===== src/rtl/if_id_skid_latch.sv =====
`default_nettype none
// ============================================================================
// Module      : if_id_skid_latch
// Description : IF/ID boundary register with a 2-entry skid buffer. IF hands
//               over {npc, instr} under valid/ready; ID sees registered
//               outputs. in_ready depends only on the state register, so
//               there is no combinational path from out_ready to in_ready.
//               Includes branch flush and a saturating stall counter.
// Revision    : 1.0 - initial release
// ============================================================================
module if_id_skid_latch #(
  parameter int          DATA_W    = 32,
  parameter logic [31:0] NOP_INSTR = 32'h0000_0000,
  parameter int          CNT_W     = 16
) (
  input  logic              clk,
  input  logic              rst,
  input  logic              flush,
  input  logic              in_valid,
  output logic              in_ready,
  input  logic [DATA_W-1:0] in_npc,
  input  logic [DATA_W-1:0] in_instr,
  output logic              out_valid,
  input  logic              out_ready,
  output logic [DATA_W-1:0] out_npc,
  output logic [DATA_W-1:0] out_instr,
  output logic [CNT_W-1:0]  stall_cnt
);

  typedef enum logic [1:0] {
    ST_EMPTY = 2'd0,
    ST_ONE   = 2'd1,
    ST_FULL  = 2'd2
  } state_t;

  localparam logic [DATA_W-1:0] NOP_W = DATA_W'(NOP_INSTR);

  state_t              state_q;
  logic [DATA_W-1:0]   main_npc_q;
  logic [DATA_W-1:0]   main_instr_q;
  logic [DATA_W-1:0]   skid_npc_q;
  logic [DATA_W-1:0]   skid_instr_q;
  logic [CNT_W-1:0]    stall_cnt_q;
  logic [CNT_W-1:0]    stall_cnt_d;
  logic                in_fire;
  logic                out_fire;

  // Handshake flags are decoded from the state register only.
  assign in_ready  = (state_q != ST_FULL);
  assign out_valid = (state_q != ST_EMPTY);
  assign in_fire   = in_valid & in_ready;
  assign out_fire  = out_valid & out_ready;

  assign out_npc   = main_npc_q;
  assign out_instr = main_instr_q;
  assign stall_cnt = stall_cnt_q;

  // Next stall count: count stalled cycles, sticking at all-ones.
  always_comb begin
    stall_cnt_d = stall_cnt_q;
    if (out_valid && !out_ready && (stall_cnt_q != {CNT_W{1'b1}})) begin
      stall_cnt_d = stall_cnt_q + CNT_W'(1);
    end
  end

  // Occupancy FSM with main (head) and skid entries; reset beats flush.
  always_ff @(posedge clk) begin
    if (rst || flush) begin
      state_q      <= ST_EMPTY;
      main_npc_q   <= '0;
      main_instr_q <= NOP_W;
      skid_npc_q   <= '0;
      skid_instr_q <= NOP_W;
    end else begin
      case (state_q)
        ST_EMPTY: begin
          if (in_fire) begin
            main_npc_q   <= in_npc;
            main_instr_q <= in_instr;
            state_q      <= ST_ONE;
          end
        end
        ST_ONE: begin
          if (in_fire && out_fire) begin
            main_npc_q   <= in_npc;
            main_instr_q <= in_instr;
          end else if (in_fire) begin
            skid_npc_q   <= in_npc;
            skid_instr_q <= in_instr;
            state_q      <= ST_FULL;
          end else if (out_fire) begin
            main_npc_q   <= '0;
            main_instr_q <= NOP_W;
            state_q      <= ST_EMPTY;
          end
        end
        ST_FULL: begin
          // Input is blocked here, so only a drain can change state.
          if (out_fire) begin
            main_npc_q   <= skid_npc_q;
            main_instr_q <= skid_instr_q;
            skid_npc_q   <= '0;
            skid_instr_q <= NOP_W;
            state_q      <= ST_ONE;
          end
        end
        default: begin
          state_q      <= ST_EMPTY;
          main_npc_q   <= '0;
          main_instr_q <= NOP_W;
        end
      endcase
    end
  end

  // Stall counter is cleared by reset only; flush leaves it alone.
  always_ff @(posedge clk) begin
    if (rst) begin
      stall_cnt_q <= '0;
    end else begin
      stall_cnt_q <= stall_cnt_d;
    end
  end

endmodule
`default_nettype wire

===== config.mk =====
export PLATFORM = sky130hd
export DESIGN_NAME = if_id_skid_latch
export DESIGN_NICKNAME = d
export VERILOG_FILES = /design/src/rtl/if_id_skid_latch.sv
export SDC_FILE = /design/constraint.sdc
export NUM_CORES = 1
export LEC_CHECK = 0
export ABC_AREA = 1
export CORE_ASPECT_RATIO = 1.4
export CORE_UTILIZATION = 35
export DETAILED_ROUTE_END_ITERATION = 12
export PLACE_DENSITY_LB_ADDON = 0.3
export SYNTH_ARGS = -nofsm -noshare
export SYNTH_HDL_FRONTEND = slang
export SYNTH_SLANG_ARGS = --single-unit

===== constraint.sdc =====
create_clock -name clk -period 1.49 [get_ports clk]
set_input_delay 0.149 -clock clk [delete_from_list [all_inputs] [get_ports clk]]
set_output_delay 0.149 -clock clk [all_outputs]
set_load 0.1 [all_outputs]

# [Word level (Yosys, flattened, before mapping)]
# Index checks and enable logic that the tools add are counted.
# Widths: inputs -> output; s select.
[op_classes] eq_ne=11 n_mux=20 bitwise=2 multipliers=0 n_div=0 add_sub_neg=1 reduce_logical=11 shift=0 n_lt_le_gt_ge=0
[ops] operator="$mux 32" count=10
[ops] operator="$pmux 32 s3" count=2
[ops] operator="$pmux 32 s2" count=2
[ops] operator="$add 16x1->16 const B" count=1
[ops] operator="$ne 16x16->1 const B" count=1
[ops] operator="$reduce_and 4->1" count=3
[ops] operator="$mux 2" count=5
[ops] operator="$ne 2x2->1 const B" count=5
[ops] operator="$ne 3x3->1 const B" count=3
[ops] operator="$pmux 2 s3" count=1
[ops] operator="$reduce_bool 2->1" count=2
[ops] operator="$logic_and 1x1->1" count=3
[ops] operator="$and 1x1->1" count=2
[ops] operator="$eq 2x1->1 const B" count=1
[ops] operator="$eq 2x2->1 const B" count=1
[ops] operator="$logic_not 2->1" count=1
[ops] operator="$logic_not 1->1" count=1
[ops] operator="$logic_or 1x1->1" count=1
[word_totals] romBits=0 mem_bits_rw=0 out_inout_bits=82 regBits=146 latch_bits=0 memories=0

# [Logic depth before layout (Yosys ltp)]
# Gate-level depths: netlist of run 1.
[depth] word_depth=6 mapped_depth=9 mapped_depth_nobuf=8

# [Worst setup path before layout of run 1]
# OpenSTA, ideal clock, no wires.
[synth_timing] kind="flip-flop to flip-flop" start="reg stall_cnt_q[0] (netlist: stall_cnt[0])" end="reg stall_cnt_q[0] (netlist: stall_cnt[0])" path_slack_ps=-824 path_buffers=1 path_stages_with_launch=10 t_required_ps=1373 arrival_ps=2197 path_cell_list="dfxtp_1 > ha_1 > nand3_2 > clkinv_1 > nand2_1 > o21ai_2 > inv_1 > buf_2 > nor2_1 > nor2_1"
[synth_via] elab_chain_cells=2 word_cells_on_any_way=3 cone_classes="add/sub: 1; eq/ne: 1; reduce/logical: 1"
[synth_lines] item="start, declared" line_no="43" source="logic [CNT_W-1:0] stall_cnt_q;"
[synth_lines] item="start signal, assigned" line_no="121" source="stall_cnt_q <= stall_cnt_d;"
[synth_lines] item="branches (longest 2 deep; another with $add 16x1->16)"
# Several ways; the timed one is not identified.
# A chain may end at the register's enable or synchronous reset.

# [Worst setup path after layout of run 1]
[layout_timing] start="reg state_q[1]" end="reg skid_npc_q[20]"
[layout_via] elab_chain_cells=5 word_cells_on_any_way=13 cone_classes="eq/ne: 6; mux: 1; bitwise: 2; reduce/logical: 4"
[layout_lines] item="start, declared" line_no="38" source="state_t state_q;"
[layout_lines] item="start signal, assigned" line_no="69" source="state_q <= ST_EMPTY;"
[layout_lines] item="start signal, assigned" line_no="80" source="state_q <= ST_ONE;"
[layout_lines] item="start signal, assigned" line_no="90" source="state_q <= ST_FULL;"
[layout_lines] item="$ne 2x2->1 / $reduce_bool 2->1 (equally long branches)" line_no="49, 50"
[layout_lines] item="$and 1x1->1, on equally long branches" line_no="51, 52"
[layout_lines] item="$logic_and 1x1->1" line_no="84" source="if (in_fire && out_fire) begin"
[layout_lines] item="$ne 2x2->1 (no source line)"
[layout_lines] item="$reduce_and 4->1 (no source line)"
[layout_lines] item="end signal, assigned" line_no="88" source="skid_npc_q <= in_npc;"
[layout_lines] item="end, declared" line_no="41" source="logic [DATA_W-1:0] skid_npc_q;"
# Several ways; a longest one is shown, not always the timed one.

==> impl_metrics.ini, run 1 <==
[sta]
setup_viol = 80
worst_slew_pin_slew_ns = 0.3188
finalCriticalPeriod_ns = 1.563
finalSetupTns_ns = -2.011
clock.fmax_mhz = 639.7
fin_skew_ns = 0.007733
timing.final.ws_setup_ns = -0.07320
min_period_over_period = 1.049
drv_slew = 0
rsz0062_at_grt = true
max_slew_margin = 0.7875
finalHoldViolations = 0

[routing]
wl_mm = 19.83
dr.first_iter.drc_count = 312
drc = 0
vias_per_cell = 4.735
dr_total_vias = 6748
firstDrtPassIters = 4
drtAntennaViolNets = 0
wl_per_cell_um = 13.92

[synthesis]
syn_inst = 1004
synth_top_cell_by_area = dfxtp_1
synth-xor-area-share = 0.007479
synthSimpleGateAreaFrac = 0.2881
synth_edf_count = 0
avgSynthCellArea_um2 = 6.999
async_flop_share = 0
ys_top_cells_by_area = dfxtp_1 42%, nand2_1 17%, a21oi_1 10%, nor3_2 8.5%, inv_1 4.9%
synth_top_area_share = 0.4160
yosysUniqueCellTypes = 29
syn-num-nets = 1074
synth-seq-cells = 146
synth_compound_area_frac = 0.1537
synthAdderAreaFrac = 0.001781
synth_top_family_by_area = simple AND/OR/NAND/NOR gates
seq_area_frac_synth = 0.4160
muxShareOfSynthArea = 0
syn-cell-area_um2 = 7027
synth_ff_type = dfxtp_1
yosys_warnings = 0

[critical_path]
worstSetupPathType = register to register
cp.required_ns = 1.80
r2r_slack_ns = -0.07
critPathMaxFanout = 55
worstPathArrival_ns = 1.87
end_kind = register
start_kind = register

[global_routing]
antenna_found_initial = 1
grt_max_degree = 75
grt_overflow_total = 0
grt_pass1_vias = 6213
grt_usage = 0.1829
grt_pass1_wl_mm = 29.87

[power]
intPower_mw = 7.109
p_sw_frac = 0.2958
p_switching_mw = 2.986
pwr-share-seq = 0.402
peakVddDrop_uv = 636.9
combPwrFrac = 0.190
power_leakage_nw = 4.376
power_frac_clock = 0.408
powerDensity_nw_per_um2 = 932.4

[final_layout]
final_layout_size_suffix_gt1_frac = 0.2730
fin_area_um2 = 10830
fin_nets = 1229
area_growth_pct = 54.08

[clock_network]
cts_root_buf = clkbuf_16
htree_levels = 4
cts_buffer_depth = 2
numCtsBuffers = 17
cts.sinks = 146
clock_latency_ns = 0.42
cts_tree = done
clkTransAtPathRegs_ns = 0.06
hold_buffers = 0

[floorplan]
start_util = 0.3555
ioPinCount = 151
die_area_um2 = 20650
die_h_um = 169.7
die_w_um = 121.8
row_count = 61
coreArea_um2 = 19770

[run]
drv_cap = 0

[hold_path]
hold_class = input port to register

[place]
io_buffers = 150
gp_congestion = 0.7953
placed_cell_area_um2 = 9783
dpl.hpwl_mm = 11.85

[status]
status = finished with violations
violations = negative setup slack
-- worst paths after layout --
| kind | endpoint | startpoint | cells after the start |
|---|---|---|---|
| min | skid_npc_q[11]$_SDFFE_PP0P_ | in_npc[11] | 3 |
| max | skid_npc_q[20]$_SDFFE_PP0P_ | state_q[1]$_SDFFE_PP0P_ | 8 |
| max reg2reg | skid_npc_q[20]$_SDFFE_PP0P_ | state_q[1]$_SDFFE_PP0P_ | 8 |
| min reg2reg | out_npc[23]$_SDFFE_PP0P_ | out_npc[23]$_SDFFE_PP0P_ | 2 |
-- metal layers --
metal	vias up	wire, µm	global-route usage
li1	3462	-	-
met4	0	276	0.07139
met2	126	10460	0.3289
met5	-	0	0
met3	19	870	0.04469
met1	3141	8221	0.2032
-- worst max-delay path, stage by stage, from the launching register on --
cell and delay (ns):
dfxtp_4 0.37, inv_2 0.07, nand4_1 0.17, buf_4 0.21
o211ai_4 0.12, buf_12 0.28, nand2_1 0.13, inv_2 0.08
nor3_2 0.04
-- power by group through the flow --
stage / Sequential (mW) / Combinational (mW) / Clock [mW]
finish: 4.06 / 1.92 / 4.12
global route: 4.06 / 2.05 / 4.39
CTS: 4.06 / 1.80 / 4.24
detailed placement: 4.15 / 1.79 / 0
global placement: 4.14 / 1.78 / 0
floorplan: 4.58 / 0.634 / 0
-- through the flow --
step / util / setup WS (ns) / power [mW] / instances / hold slack [ns]
finish: 0.5477 / -0.07320 / 10.10 / 1425 / 0.3943
CTS: 0.5276 / 0.007530 / 10.10 / 1404 / 0.3707
detailed placement: 0.4949 / -0.2782 / 5.934 / 1369 / 0.4916
global placement: 0.4949 / -0.2483 / 5.921 / 1369 / 0.4883
global route: 0.5477 / -0.1593 / 10.51 / 1425 / 0.3953
floorplan: - / -0.06068 / 5.213 / 1004 / 0.2251
-- state kept, by name, indices dropped and copies added, names as in the netlist --
register / count
skid_npc_q: 32
skid_instr_q: 32
stall_cnt: 16
state_q: 2
out_instr: 32
out_npc: 32
-- cell usage after synthesis (all sizes together) (4+ instances only) --
library cell / n
clkbuf: 23
buf: 41
inv: 149
xnor2: 4
o21ai: 70
dfxtp: 146
nand3: 7
nand2: 316
nor3: 64
nand4: 8
nor2: 28
a21oi: 141
-- layout make-up --
type,count,area (µm²)
Sequential cell,146,2990
Clock buffer,18,439.2
Multi-Input combinational cell,644,3256
Clock inverter,14,125.1
Timing Repair Buffer,200,3122
Antenna cell,1,2.502
Inverter,150,576.8
Tap cell,252,315.3
Fill cell,1825,8941
-- cells by family after synthesis --
logic type      after synthesis
flops                       146
fa+ha+maj                     1
compound gates              213
buf+inv                     214
simple gates                424
xor+xnor                      6
-- layout by cell type (no fill, tap or decap), drive strengths merged --
| cell | count |
|---|---|
| nand3 | 7 |
| diode | 1 |
| buf | 123 |
| a21oi | 141 |
| ha | 1 |
| bufinv | 1 |
| nand4 | 8 |
| clkbuf | 25 |
| o21ai | 70 |
| clkinv | 6 |
| bufbuf | 2 |
| xnor2 | 4 |
| xor2 | 2 |
| dfxtp | 146 |
| clkdlybuf4s50 | 68 |
| nand2 | 316 |
| nor3b | 1 |
| inv | 155 |
| nor3 | 64 |
| clkinvlp | 2 |
| nor2 | 28 |
| o211ai | 1 |
| a211oi | 1 |
-- repair_timing --
item	4_1_cts	5_1_grt
gates cloned	2	7
resized for setup	4	31
endpoints found under the setup margin	65	141
pin swaps	1	6
setup buffers	1	13
No activity file was read; power rests on OpenSTA's default activity.
==> run 2: changes to the inputs <==
--- a/config.mk
+++ b/config.mk
@@ -9,7 +9,7 @@
 export CORE_ASPECT_RATIO = 1.4
 export CORE_UTILIZATION = 35
 export DETAILED_ROUTE_END_ITERATION = 12
-export PLACE_DENSITY_LB_ADDON = 0.3
+export PLACE_DENSITY = 0.69
 export SYNTH_ARGS = -nofsm -noshare
 export SYNTH_HDL_FRONTEND = slang
 export SYNTH_SLANG_ARGS = --single-unit
==> run 2 against run 1 <==
The flow now finishes without violations. Fmax increased by 5.3%. Clock skew decreased by 0.00074 ns. Register-to-register slack improved by 0.08 ns. Wire length increased by 1.3%. Via count increased by 0.31%. Worst hold slack got worse by 0.016 ns.
==> impl_metrics.ini, run 2 (same netlist as run 1, synthesis figures left out) <==
[clock_network]
htree_levels = 4
cts_tree = done
cts.sinks = 146
clock_latency_ns = 0.42
numCtsBuffers = 17
cts_buffer_depth = 2
clkTransAtPathRegs_ns = 0.06
cts_root_buf = clkbuf_16

[power]
p_switching_mw = 3.004
pwr-share-seq = 0.401
powerDensity_nw_per_um2 = 932.2
peakVddDrop_uv = 607.5
p_sw_frac = 0.2967
combPwrFrac = 0.187
intPower_mw = 7.119
power_frac_clock = 0.412
power_leakage_nw = 4.347

[global_routing]
grt_max_degree = 97
antenna_found_initial = 0
grt_usage = 0.1812
grt_pass1_vias = 6201
grt_overflow_total = 0
grt_pass1_wl_mm = 29.67

[sta]
worst_slew_pin_slew_ns = 0.3066
rsz0062_at_grt = true
finalCriticalPeriod_ns = 1.485
fin_skew_ns = 0.006993
clock.fmax_mhz = 673.6
whs_ns = 0.3780
finalSetupTns_ns = 0
timing.final.ws_setup_ns = 0.005358
max_slew_margin = 0.7956
drv_slew = 0
finalHoldViolations = 0
setup_viol = 0
min_period_over_period = 0.9964

[critical_path]
path_buf_inv = 5
worstPathCellList = inv_4 > nand4_1 > buf_4 > o211ai_4 > buf_12 > clkbuf_16 > nand2_1 > inv_1 > nor3_2
worstSetupPathType = register to register
cp.required_ns = 1.80
worstPathArrival_ns = 1.80
slowest_delay_ns = 0.38
critPathTopFamily = buffers and inverters
end_kind = register
start_kind = register
critPathMaxFanout = 21
crit_slowest_cell = dfxtp_4

[routing]
dr_total_vias = 6769
drtAntennaViolNets = 0
routed-wl-met3_um = 936
wl_mm = 20.08
drc = 0
firstDrtPassIters = 4
top_layer = met4
vias_per_cell = 4.764
met1Wirelength_mm = 8.350
wl_met2_mm = 10.30
wl_per_cell_um = 14.13
dr.first_iter.drc_count = 423

[final_layout]
most-common-layout-cells = 308 x nand2_1, 128 x dfxtp_1, 121 x a21oi_1
fin_nets = 1226
fin_cells = 1421
final_layout_size_suffix_gt1_frac = 0.2917
area_growth_pct = 54.54
layout_commonest_cell = nand2_1
diodes = 0

[floorplan]
die_w_um = 121.8
coreArea_um2 = 19770
row_count = 61
die_area_um2 = 20650
ioPinCount = 151
start_util = 0.3555
die_h_um = 169.7

[place]
gp_congestion = 0.7955
dp_cells = 1370
io_buffers = 150
dpl.hpwl_mm = 11.59
post-place-ws_ns = -0.2402

[run]
drv_cap = 0

[status]
status = completed

[hold_path]
hold_class = input port to register
-- run 2: changes by cell type in the layout (fill, tap and decap cells not counted), moves of 5 or more --
cell and change:
buf_12 -6, a21oi_2 +18, o21ai_1 -9, o21ai_0 +9, nand2_2 +5, a21oi_1 -18
-- run 2: layout make-up --
class / count / area (µm²)
inverter: 150 / 574.3
multi-input combinational: 644 / 3334
tap: 252 / 315.3
sequential: 146 / 2990
clock inverter: 12 / 92.59
timing repair buffer: 197 / 3063
clock buffer: 20 / 489.2
fill: 1791 / 8909
-- run 2: routing by layer --
layer / vias to the layer above / track usage
met4: 0 / 0.07676
met2: 186 / 0.3161
li1: 3453 / -
met3: 33 / 0.03831
met1: 3097 / 0.2109
met5: - / 0
-- run 2: worst paths after layout --
path	startpoint	to	slack, ns	depth (start not counted)
worst min-delay path	in_instr[0]	skid_instr_q[0]$_SDFFE_PP0P_	0.38	3
worst max register to register	state_q[1]$_SDFFE_PP0P_	skid_instr_q[5]$_SDFFE_PP0P_	0.005	9
worst max-delay path	state_q[1]$_SDFFE_PP0P_	skid_instr_q[5]$_SDFFE_PP0P_	0.005	9
worst min register to register	out_npc[21]$_SDFFE_PP0P_	out_npc[21]$_SDFFE_PP0P_	0.50	2
-- run 2: timing repair --
item / CTS / global route
resized for setup: 10 / 46
setup endpoints to repair: 40 / 127
pin swaps: 1 / 9
hold endpoints to repair: 0 / 0
setup buffers: 3 / 5
hold buffers: 0 / 0
cloned: 2 / 9
-- run 2: worst register-to-register path, delay by kind of cell, from the launching register on --
family	cells	cell delay, ns
buffers and inverters	5	0.70
DFF	1	0.38
AOI/OAI and AO/OA	1	0.08
and+or+nand+nor	3	0.22
-- run 2: power by group through the flow --
stage | Combinational, mW | Clock [mW] | Sequential, mW
3_3_place_gp | 1.75 | 0 | 4.14
2_1_floorplan | 0.634 | 0 | 4.58
6_report | 1.89 | 4.17 | 4.06
4_1_cts | 1.79 | 4.31 | 4.06
5_1_grt | 2.02 | 4.48 | 4.07
3_5_place_dp | 1.77 | 0 | 4.15
-- run 2: stage by stage --
step / util / total power [mW] / instance area, µm²
final: 0.5493 / 10.12 / 10860
after global routing: 0.5493 / 10.57 / 10860
after CTS: 0.5283 / 10.16 / 10440
after detailed placement: 0.4934 / 5.914 / 9753
after global placement: 0.4934 / 5.898 / 9753
after floorplan: - / 5.213 / 7133
